$ cat config.mk
export PLATFORM = sky130hd
export DESIGN_NAME = face_event_display_flat
export DESIGN_NICKNAME = d
export VERILOG_FILES = /design/src/rtl/face_event_display_if.sv /design/src/rtl/face_event_display.sv /design/src/flat_wrapper.sv
export SDC_FILE = /design/constraint.sdc
export NUM_CORES = 1
export LEC_CHECK = 0
export ABC_AREA = 0
export ABC_CLOCK_PERIOD_IN_PS = 2300
export BUFFER_PORTS_ARGS = -buffer_cell sky130_fd_sc_hd__buf_2
export CAP_MARGIN = 20
export CELL_PAD_IN_SITES_DETAIL_PLACEMENT = 0
export CELL_PAD_IN_SITES_GLOBAL_PLACEMENT = 1
export CORE_ASPECT_RATIO = 1.1
export CORE_MARGIN = 10
export CORE_UTILIZATION = 38
export DETAILED_ROUTE_END_ITERATION = 6
export GPL_TIMING_DRIVEN = 1
export PLACE_DENSITY = 0.8
export SLEW_MARGIN = 20
export SYNTH_ARGS = -nofsm -noshare
export SYNTH_HDL_FRONTEND = slang
export SYNTH_SLANG_ARGS = --single-unit
$ cat constraint.sdc
create_clock -name clk -period 2.3 [get_ports clk]
set_input_delay 0.345 -clock clk [delete_from_list [all_inputs] [get_ports clk]]
set_output_delay 0.345 -clock clk [all_outputs]
set_load 0.005 [all_outputs]
$ cat src/rtl/face_event_display_if.sv
// Event and face-display bundle between game-state logic and the segment mux.
// The slave side belongs to face_event_display; the master side is the game logic / mux.
interface face_event_display_if;
    logic       newHighScore;
    logic       died;
    logic       timeout;
    logic       timer_enable;
    logic [6:0] eyes;
    logic [6:0] mouth;
    logic       showFace;
    logic [1:0] face_id;

    modport master (
        output newHighScore, died, timeout,
        input  timer_enable, eyes, mouth, showFace, face_id
    );

    modport slave (
        input  newHighScore, died, timeout,
        output timer_enable, eyes, mouth, showFace, face_id
    );
endinterface

$ cat src/rtl/face_event_display.sv
// Happy/sad face sequencer with one-deep pending latches; define FACE_BLINK_EN for blinking faces.
// Latency 1 clk from event to face; no backpressure, events are level-sampled and latched one deep.
module face_event_display #(
    parameter int HOLD_TICKS = 2,
    parameter int CNT_W      = 3,
    parameter bit PREEMPT    = 1'b1,
    parameter bit RETRIGGER  = 1'b1
) (
    input  logic                 clk,
    input  logic                 rst,
    face_event_display_if.slave  bus
);

    typedef enum logic [1:0] {IDLE = 2'd0, SHOW = 2'd1, GAP = 2'd2} state_t;
    typedef enum logic [1:0] {FACE_NONE = 2'd0, FACE_HAPPY = 2'd1, FACE_SAD = 2'd2} face_t;

    localparam logic [CNT_W-1:0] LAST_CNT  = CNT_W'(HOLD_TICKS - 1);
    localparam logic [6:0]       SEG_BLANK = 7'b1111111;
    localparam logic [6:0]       SEG_EYES  = 7'b1110110;
    localparam logic [6:0]       SEG_SMILE = 7'b1110000;
    localparam logic [6:0]       SEG_FROWN = 7'b1000110;

    state_t           state, state_n;
    face_t            face, face_n;
    logic [CNT_W-1:0] cnt, cnt_n;
    logic             pend_h, pend_h_n;
    logic             pend_s, pend_s_n;
    logic             req_h, req_s;

    logic             timer_enable_n, show_face_n;
    logic [1:0]       face_id_n;
    logic [6:0]       eyes_n, mouth_n;

    assign req_h = bus.newHighScore | pend_h;
    assign req_s = bus.died | pend_s;

    always_ff @(posedge clk or negedge rst) begin
        if (!rst) begin
            state  <= IDLE;
            face   <= FACE_NONE;
            cnt    <= '0;
            pend_h <= 1'b0;
            pend_s <= 1'b0;
        end else begin
            state  <= state_n;
            face   <= face_n;
            cnt    <= cnt_n;
            pend_h <= pend_h_n;
            pend_s <= pend_s_n;
        end
    end

    always_comb begin
        state_n  = state;
        face_n   = face;
        cnt_n    = cnt;
        pend_h_n = pend_h;
        pend_s_n = pend_s;
        case (state)
            IDLE: begin
                cnt_n = '0;
                if (req_h) begin
                    state_n  = SHOW;
                    face_n   = FACE_HAPPY;
                    pend_h_n = 1'b0;
                    pend_s_n = pend_s | bus.died;
                end else if (req_s) begin
                    state_n  = SHOW;
                    face_n   = FACE_SAD;
                    pend_s_n = 1'b0;
                end
            end
            SHOW: begin
                if (bus.timeout) begin
                    if (cnt == LAST_CNT) begin
                        state_n = GAP;
                        cnt_n   = '0;
                    end else begin
                        cnt_n = cnt + 1'b1;
                    end
                end
                // Restart and preemption override a simultaneous terminal timeout.
                if (face == FACE_HAPPY) begin
                    if (bus.died) pend_s_n = 1'b1;
                    if (bus.newHighScore && RETRIGGER) begin
                        state_n = SHOW;
                        cnt_n   = '0;
                    end
                end else if (bus.newHighScore && PREEMPT) begin
                    state_n = SHOW;
                    face_n  = FACE_HAPPY;
                    cnt_n   = '0;
                end else begin
                    if (bus.newHighScore) pend_h_n = 1'b1;
                    if (bus.died && RETRIGGER) begin
                        state_n = SHOW;
                        cnt_n   = '0;
                    end
                end
            end
            GAP: begin
                state_n  = IDLE;
                cnt_n    = '0;
                pend_h_n = pend_h | bus.newHighScore;
                pend_s_n = pend_s | bus.died;
            end
            default: begin
                state_n = IDLE;
                cnt_n   = '0;
            end
        endcase
    end

    // Outputs are registered from the next state so they line up with the state register.
    always_comb begin
        timer_enable_n = 1'b0;
        show_face_n    = 1'b0;
        face_id_n      = 2'd0;
        eyes_n         = SEG_BLANK;
        mouth_n        = SEG_BLANK;
        if (state_n == SHOW) begin
            timer_enable_n = 1'b1;
`ifdef FACE_BLINK_EN
            show_face_n    = ~cnt_n[0];
`else
            show_face_n    = 1'b1;
`endif
            face_id_n      = face_n;
            eyes_n         = SEG_EYES;
            mouth_n        = (face_n == FACE_HAPPY) ? SEG_SMILE : SEG_FROWN;
        end
    end

    always_ff @(posedge clk or negedge rst) begin
        if (!rst) begin
            bus.timer_enable <= 1'b0;
            bus.showFace     <= 1'b0;
            bus.face_id      <= 2'd0;
            bus.eyes         <= SEG_BLANK;
            bus.mouth        <= SEG_BLANK;
        end else begin
            bus.timer_enable <= timer_enable_n;
            bus.showFace     <= show_face_n;
            bus.face_id      <= face_id_n;
            bus.eyes         <= eyes_n;
            bus.mouth        <= mouth_n;
        end
    end

endmodule

$ cat src/flat_wrapper.sv
// flat-port wrapper written by rule: the top's interface ports become plain ports
module face_event_display_flat 
#(
    parameter int HOLD_TICKS = 2,
    parameter int CNT_W      = 3,
    parameter bit PREEMPT    = 1'b1,
    parameter bit RETRIGGER  = 1'b1
)
  (clk, rst, bus_newHighScore, bus_died, bus_timeout, bus_timer_enable, bus_eyes, bus_mouth, bus_showFace, bus_face_id);
  face_event_display_if bus_i ();
  input  logic clk;
  input  logic rst;
  input wire logic [$bits(bus_i.newHighScore)-1:0] bus_newHighScore;
  input wire logic [$bits(bus_i.died)-1:0] bus_died;
  input wire logic [$bits(bus_i.timeout)-1:0] bus_timeout;
  output wire logic [$bits(bus_i.timer_enable)-1:0] bus_timer_enable;
  output wire logic [$bits(bus_i.eyes)-1:0] bus_eyes;
  output wire logic [$bits(bus_i.mouth)-1:0] bus_mouth;
  output wire logic [$bits(bus_i.showFace)-1:0] bus_showFace;
  output wire logic [$bits(bus_i.face_id)-1:0] bus_face_id;
  assign bus_i.newHighScore = bus_newHighScore;
  assign bus_i.died = bus_died;
  assign bus_i.timeout = bus_timeout;
  assign bus_timer_enable = bus_i.timer_enable;
  assign bus_eyes = bus_i.eyes;
  assign bus_mouth = bus_i.mouth;
  assign bus_showFace = bus_i.showFace;
  assign bus_face_id = bus_i.face_id;
  face_event_display #(.HOLD_TICKS(HOLD_TICKS), .CNT_W(CNT_W), .PREEMPT(PREEMPT), .RETRIGGER(RETRIGGER)) u_core (.clk(clk), .rst(rst), .bus(bus_i));
endmodule
# Yosys cells after proc, flatten, opt, wreduce, memory -nomap -nowiden
# Index checks and enable logic that the tools add are counted.
[word_totals]
register_bits = 26
input_bits = 5
word_cells = 60
[op_classes]
add_sub_neg = 1
n_eq_ne = 10
muxes = 33
bitwise = 2
n_reduce_logical = 5
[ops]
columns = ["op", "count"]
rows = [
  ["2-bit 2-to-1 mux", 13],
  ["3-bit 2-to-1 mux", 7],
  ["2-bit by 1-bit == test with 1-bit output (second input constant)", 4],
  ["2-bit one-hot mux with 2 select lines", 2],
  ["7-bit 2-to-1 mux", 1],
  ["1-bit 2-to-1 mux", 6],
  ["6-bit 2-to-1 mux", 1],
  ["4-bit 2-to-1 mux", 1],
  ["2-bit by 1-bit inequality test with 1-bit output (second input constant)", 2],
  ["4-bit AND reduction", 1],
  ["3-bit by 1-bit adder with 3-bit output (second input constant)", 1],
  ["3-bit by 1-bit == test with 1-bit output (second input constant)", 1],
  ["3-bit by 1-bit inequality test with 1-bit output (second input constant)", 1],
  ["1-bit one-hot mux with 3 select lines", 1],
  ["3-bit nonzero test", 1],
  ["2-bit == test (second input constant)", 1],
  ["2-bit zero test", 1],
  ["2-bit inequality test (second input constant)", 1],
  ["1-bit OR", 2],
  ["1-bit one-hot mux with 2 select lines", 1],
  ["2-bit AND reduction", 1],
  ["2-bit nonzero test", 1],
]

# Depth between registers and ports, before layout
[logic_depth]
word_depth = 9
mapped_depth = 7

# Worst setup path before layout
# Ideal clock, no wire load.
[synth_path]
path_type = "register to register"
from = "register u_core.state[1]"
to = "register u_core.bus.mouth[4]"
setup_ns = 0.088
t_arrival_ns = 1.533
t_required_ns = 2.212
slack_ns = 0.679
path_stages_with_launch = 6
path_buffers = 0
period_less_slack_ns = 1.621
cell_sequence = "dfrtp_1 inv_1 ha_1 o32a_1 and3_1 or3_1"
[synth_between]
elab_chain_cells = 8
elab_cells_between_ends = 16
classes_between = "3 x eq/ne; 12 x mux; 1 x reduce/logical"
[synth_rtl]
columns = ["element", "line", "rtl"]
rows = [
  ["from (decl)", "face_event_display.sv:23", "state_t state, state_n;"],
  ["from (signal assigned)", "face_event_display.sv:45", "state <= state_n;"],
  ["2-bit 2-to-1 mux", "face_event_display.sv:75", "if (cnt == LAST_CNT) begin"],
  ["2-bit 2-to-1 mux", "face_event_display.sv:74", "if (bus.timeout) begin"],
  ["2-bit 2-to-1 mux", "face_event_display.sv:95", "if (bus.died && RETRIGGER) begin"],
  ["2-bit 2-to-1 mux", "face_event_display.sv:89", "end else if (bus.newHighScore && PREEMPT) begin"],
  ["2-bit 2-to-1 mux", "face_event_display.sv:83", "if (face == FACE_HAPPY) begin"],
  ["2-bit one-hot mux with 2 select lines", "face_event_display.sv:59", "case (state)"],
  ["2-bit by 1-bit == test with 1-bit output", "face_event_display.sv:121", "if (state_n == SHOW) begin"],
  ["7-bit 2-to-1 mux *", "face_event_display.sv:121", ""],
  ["named net u_core.mouth_n[4]", "face_event_display.sv:32", "logic [6:0] eyes_n, mouth_n;"],
  ["to (signal assigned)", "face_event_display.sv:146", "bus.mouth <= mouth_n;"],
  ["to (decl)", "face_event_display_if.sv:20", "output timer_enable, eyes, mouth, showFace, face_id"],
]
# The timed path passes the listed nets; every way through them passes the cells marked *.
# A chain may end at the register's enable or synchronous reset.

# Worst setup path in the final report
[layout_path]
from = "register u_core.state[1]"
to = "register u_core.bus.mouth[4]"
[layout_between]
elab_chain_cells = 8
elab_cells_between_ends = 16
classes_between = "3 x eq/ne; 12 x mux; 1 x reduce/logical"
[layout_rtl]
columns = ["element", "line"]
rows = [
  ["2-bit 2-to-1 mux", "face_event_display.sv:75"],
  ["2-bit 2-to-1 mux", "face_event_display.sv:74"],
  ["2-bit 2-to-1 mux", "face_event_display.sv:95"],
  ["2-bit 2-to-1 mux", "face_event_display.sv:89"],
  ["2-bit 2-to-1 mux", "face_event_display.sv:83"],
  ["2-bit one-hot mux with 2 select lines *", "face_event_display.sv:59"],
  ["named net u_core.state_n[1]", "face_event_display.sv:23"],
  ["2-bit by 1-bit == test with 1-bit output *", "face_event_display.sv:121"],
  ["7-bit 2-to-1 mux *", "face_event_display.sv:121"],
  ["named net u_core.mouth_n[4]", "face_event_display.sv:32"],
]
# Marked as above.

==> results.py <==
metrics = {
    "sta": {
        "min_period_ns": 1.747,
        "report.final.slew_viol_count": 0,
        "max_freq_mhz": 572.3,
        "setup_viol": 0,
        "fin_crit_sh_pct": 75.98,
        "tns_ns": 0,
        "rsz0062_at_grt": "no",
        "fin_hold_ws_ns": 0.3568,
        "skew_ns": 0.005882,
        "hold_violations": 0,
    },
    "routing": {
        "vias": 606,
        "wl_per_cell_um": 12.58,
        "drcViolationCount": 0,
        "routed_wirelength_mm": 1.610,
        "drt_iter0_drc": 26,
        "ant_nets": 0,
        "first_pass_iters": 4,
        "vias_per_cell": 4.734,
    },
    "global_route": {
        "grt-ovfl-total": 0,
        "antenna_found_initial": 0,
        "track_usage_pct": 8.147,
        "grt_pass1_wl_mm": 2.987,
        "grt_pass1_vias": 673,
        "grt_max_degree": 16,
    },
    "synth": {
        "synth_seq_cells": 15,
        "synth_cells": 86,
        "synthDistinctLibCells": 32,
        "synth_edf_count": 0,
        "synthArstFlopShare_pct": 100.0,
        "syn_area_um2": 850.8,
        "yosysSeqAreaShare_pct": 44.56,
        "synth_flop_cell": "dfrtp_1",
        "yosysWarningCount": 0,
        "syn_area_per_cell_um2": 9.893,
    },
    "cts": {
        "clockBufferDepth": 2,
        "cts_tree": "yes",
        "postCtsSetupBuffers": 0,
        "cts_resized": 0,
        "clkLatencyLatePin_ns": 0.28,
        "cts_sinks": 15,
        "clk_pin_slew_ns": 0.09,
        "root_buffer": "clkbuf_4",
        "cts_made_buffers": 3,
        "ctsHoldBuffers": 1,
        "h-tree-depth": 1,
    },
    "finish": {
        "layout.nets": 110,
        "drive_gt1_share_pct": 27.00,
        "antenna_cells": 0,
        "area_growth_pct": 9.853,
    },
    "place": {
        "gp_congestion": 0.8544,
        "dpl.hpwl_mm": 1.327,
        "port_buffers": 16,
    },
    "die": {
        "fp.dieW_um": 65.12,
        "die_height_um": 69.63,
        "std_cell_rows": 17,
        "core-area_um2": 2063,
        "dieArea_um2": 4534,
        "io_pins": 23,
        "start_util_pct": 41.24,
    },
    "worst_setup_path": {
        "ff2ff_path_depth": 7,
        "critPathKind": "flip-flop to flip-flop",
        "cp-end-kind": "flip-flop",
        "crit_arrival_ns": 1.96,
        "worstPathRequired_ns": 2.52,
        "start_kind": "flip-flop",
        "path_max_fanout": 7,
    },
    "status": {
        "status": "finished, final reports clean",
    },
    "hold_path": {
        "min_path_type": "input port to flip-flop",
        "whs_path_depth": 3,
    },
    "power_and_ir_drop": {
        "power.density_nw_per_um2": 1080,
        "ir_drop_v": 0.0005891,
        "total_leakage_power_nw": 0.4373,
    },
    "job": {
        "drv_cap": 0,
    },
}
==> cells by family after synthesis <==
family | Yosys count | share of synthesized area, %
simple gates | 27 | 17.35
compound gates | 18 | 16.03
xor+xnor | 2 | 2.059
fa+ha+maj | 4 | 5.883
flops | 15 | 44.56
buf+inv | 19 | 13.68
other cells | 1 | 0.4408
==> cells in the mapped netlist, drive strengths merged, types with 2 or more instances <==
cell    count  area, um^2
and3        4       30.03
dfstp       3       78.83
buf        12       90.09
a211oi      2       15.01
ha          4       50.05
o21a        2       15.01
nand2b      3       18.77
a21oi       5       25.02
o22ai       2       26.28
nor2        8       30.03
dfrtp      12       300.3
o41ai       2       17.52
nand2       3       11.26
nand3       3       15.01
inv         7       26.28
==> state kept, by name, summed over array words and instances, names as in the netlist <==
register,count
u_core.bus.face_id,2
u_core.bus.mouth,3
u_core.bus.timer_enable,1
u_core.cnt,3
u_core.face,2
u_core.pend_h,1
u_core.pend_s,1
u_core.state,2
==> routing by layer <==
layer  GRT usage, %  wire length (um)
met4          2.123                 8
met3          3.382                74
met2          13.70               840
met1          9.124               686
met5              0                 0
==> where the power goes <==
part	leakage (nW)	total, mW	internal [mW]	switching [mW]
logic	0.244	0.435	0.197	0.238
clock network	0.0139	0.150	0.0661	0.0842
registers	0.180	0.424	0.367	0.0576
total	0.437	1.01	0.629	0.380
==> through the flow <==
stage / power, mW / cell area, um^2 / setup slack [ns] / utilization (%) / instances
2_1_floorplan: 0.7673 / 869.6 / 0.6788 / - / 91
3_3_place_gp: 0.8709 / 894.6 / 0.6011 / 43.36 / 123
3_5_place_dp: 0.8692 / 894.6 / 0.5501 / 43.36 / 123
4_1_cts: 1.029 / 934.6 / 0.5513 / 45.30 / 128
5_1_grt: 1.119 / 934.6 / 0.3676 / 45.30 / 128
6_report: 1.009 / 934.6 / 0.5525 / 45.30 / 128
==> final timing paths <==
check / from / end / slack [ns]
max: u_core.state[1] / u_core.bus.mouth[4] / 0.55
min in group asynchronous: rst / u_core.bus.timer_enable / 0.47
min reg2reg: u_core.pend_s / u_core.pend_s / 0.54
min: bus_timeout / u_core.cnt[0] / 0.36
max reg2reg: u_core.state[1] / u_core.bus.mouth[4] / 0.55
max in group asynchronous: rst / u_core.bus.mouth[4] / 1.55
==> final cells by class <==
type	instances	area, um^2
Clock buffer	3	22.52
Sequential cell	15	379.1
Timing Repair Buffer	17	90.09
Tap cell	28	35.03
Fill cell	207	1129
Multi-Input combinational cell	57	374.1
Clock inverter	1	7.507
Inverter	7	26.28
==> placed cells by master, fill, tap and decap left out, types with 2 or more instances in the layout <==
cell      count
a211oi_1      2
a21oi_1       5
and3_1        3
buf_2        16
clkbuf_4      3
conb_1        6
dfrtp_1      12
dfstp_2       3
ha_1          4
inv_1         5
inv_2         2
nand2_1       3
nand2b_1      3
nand3_1       3
nor2_1        8
o21a_1        2
o41ai_1       2
==> worst max-delay path: stages (launching register included) <==
cell and delay (ns):
dfrtp_1 0.45, inv_1 0.09, ha_1 0.27, nand2b_1 0.14
a211oi_1 0.09, o22ai_4 0.21, inv_2 0.06, or3_1 0.36
No activity file was read; power rests on OpenSTA's default activity.
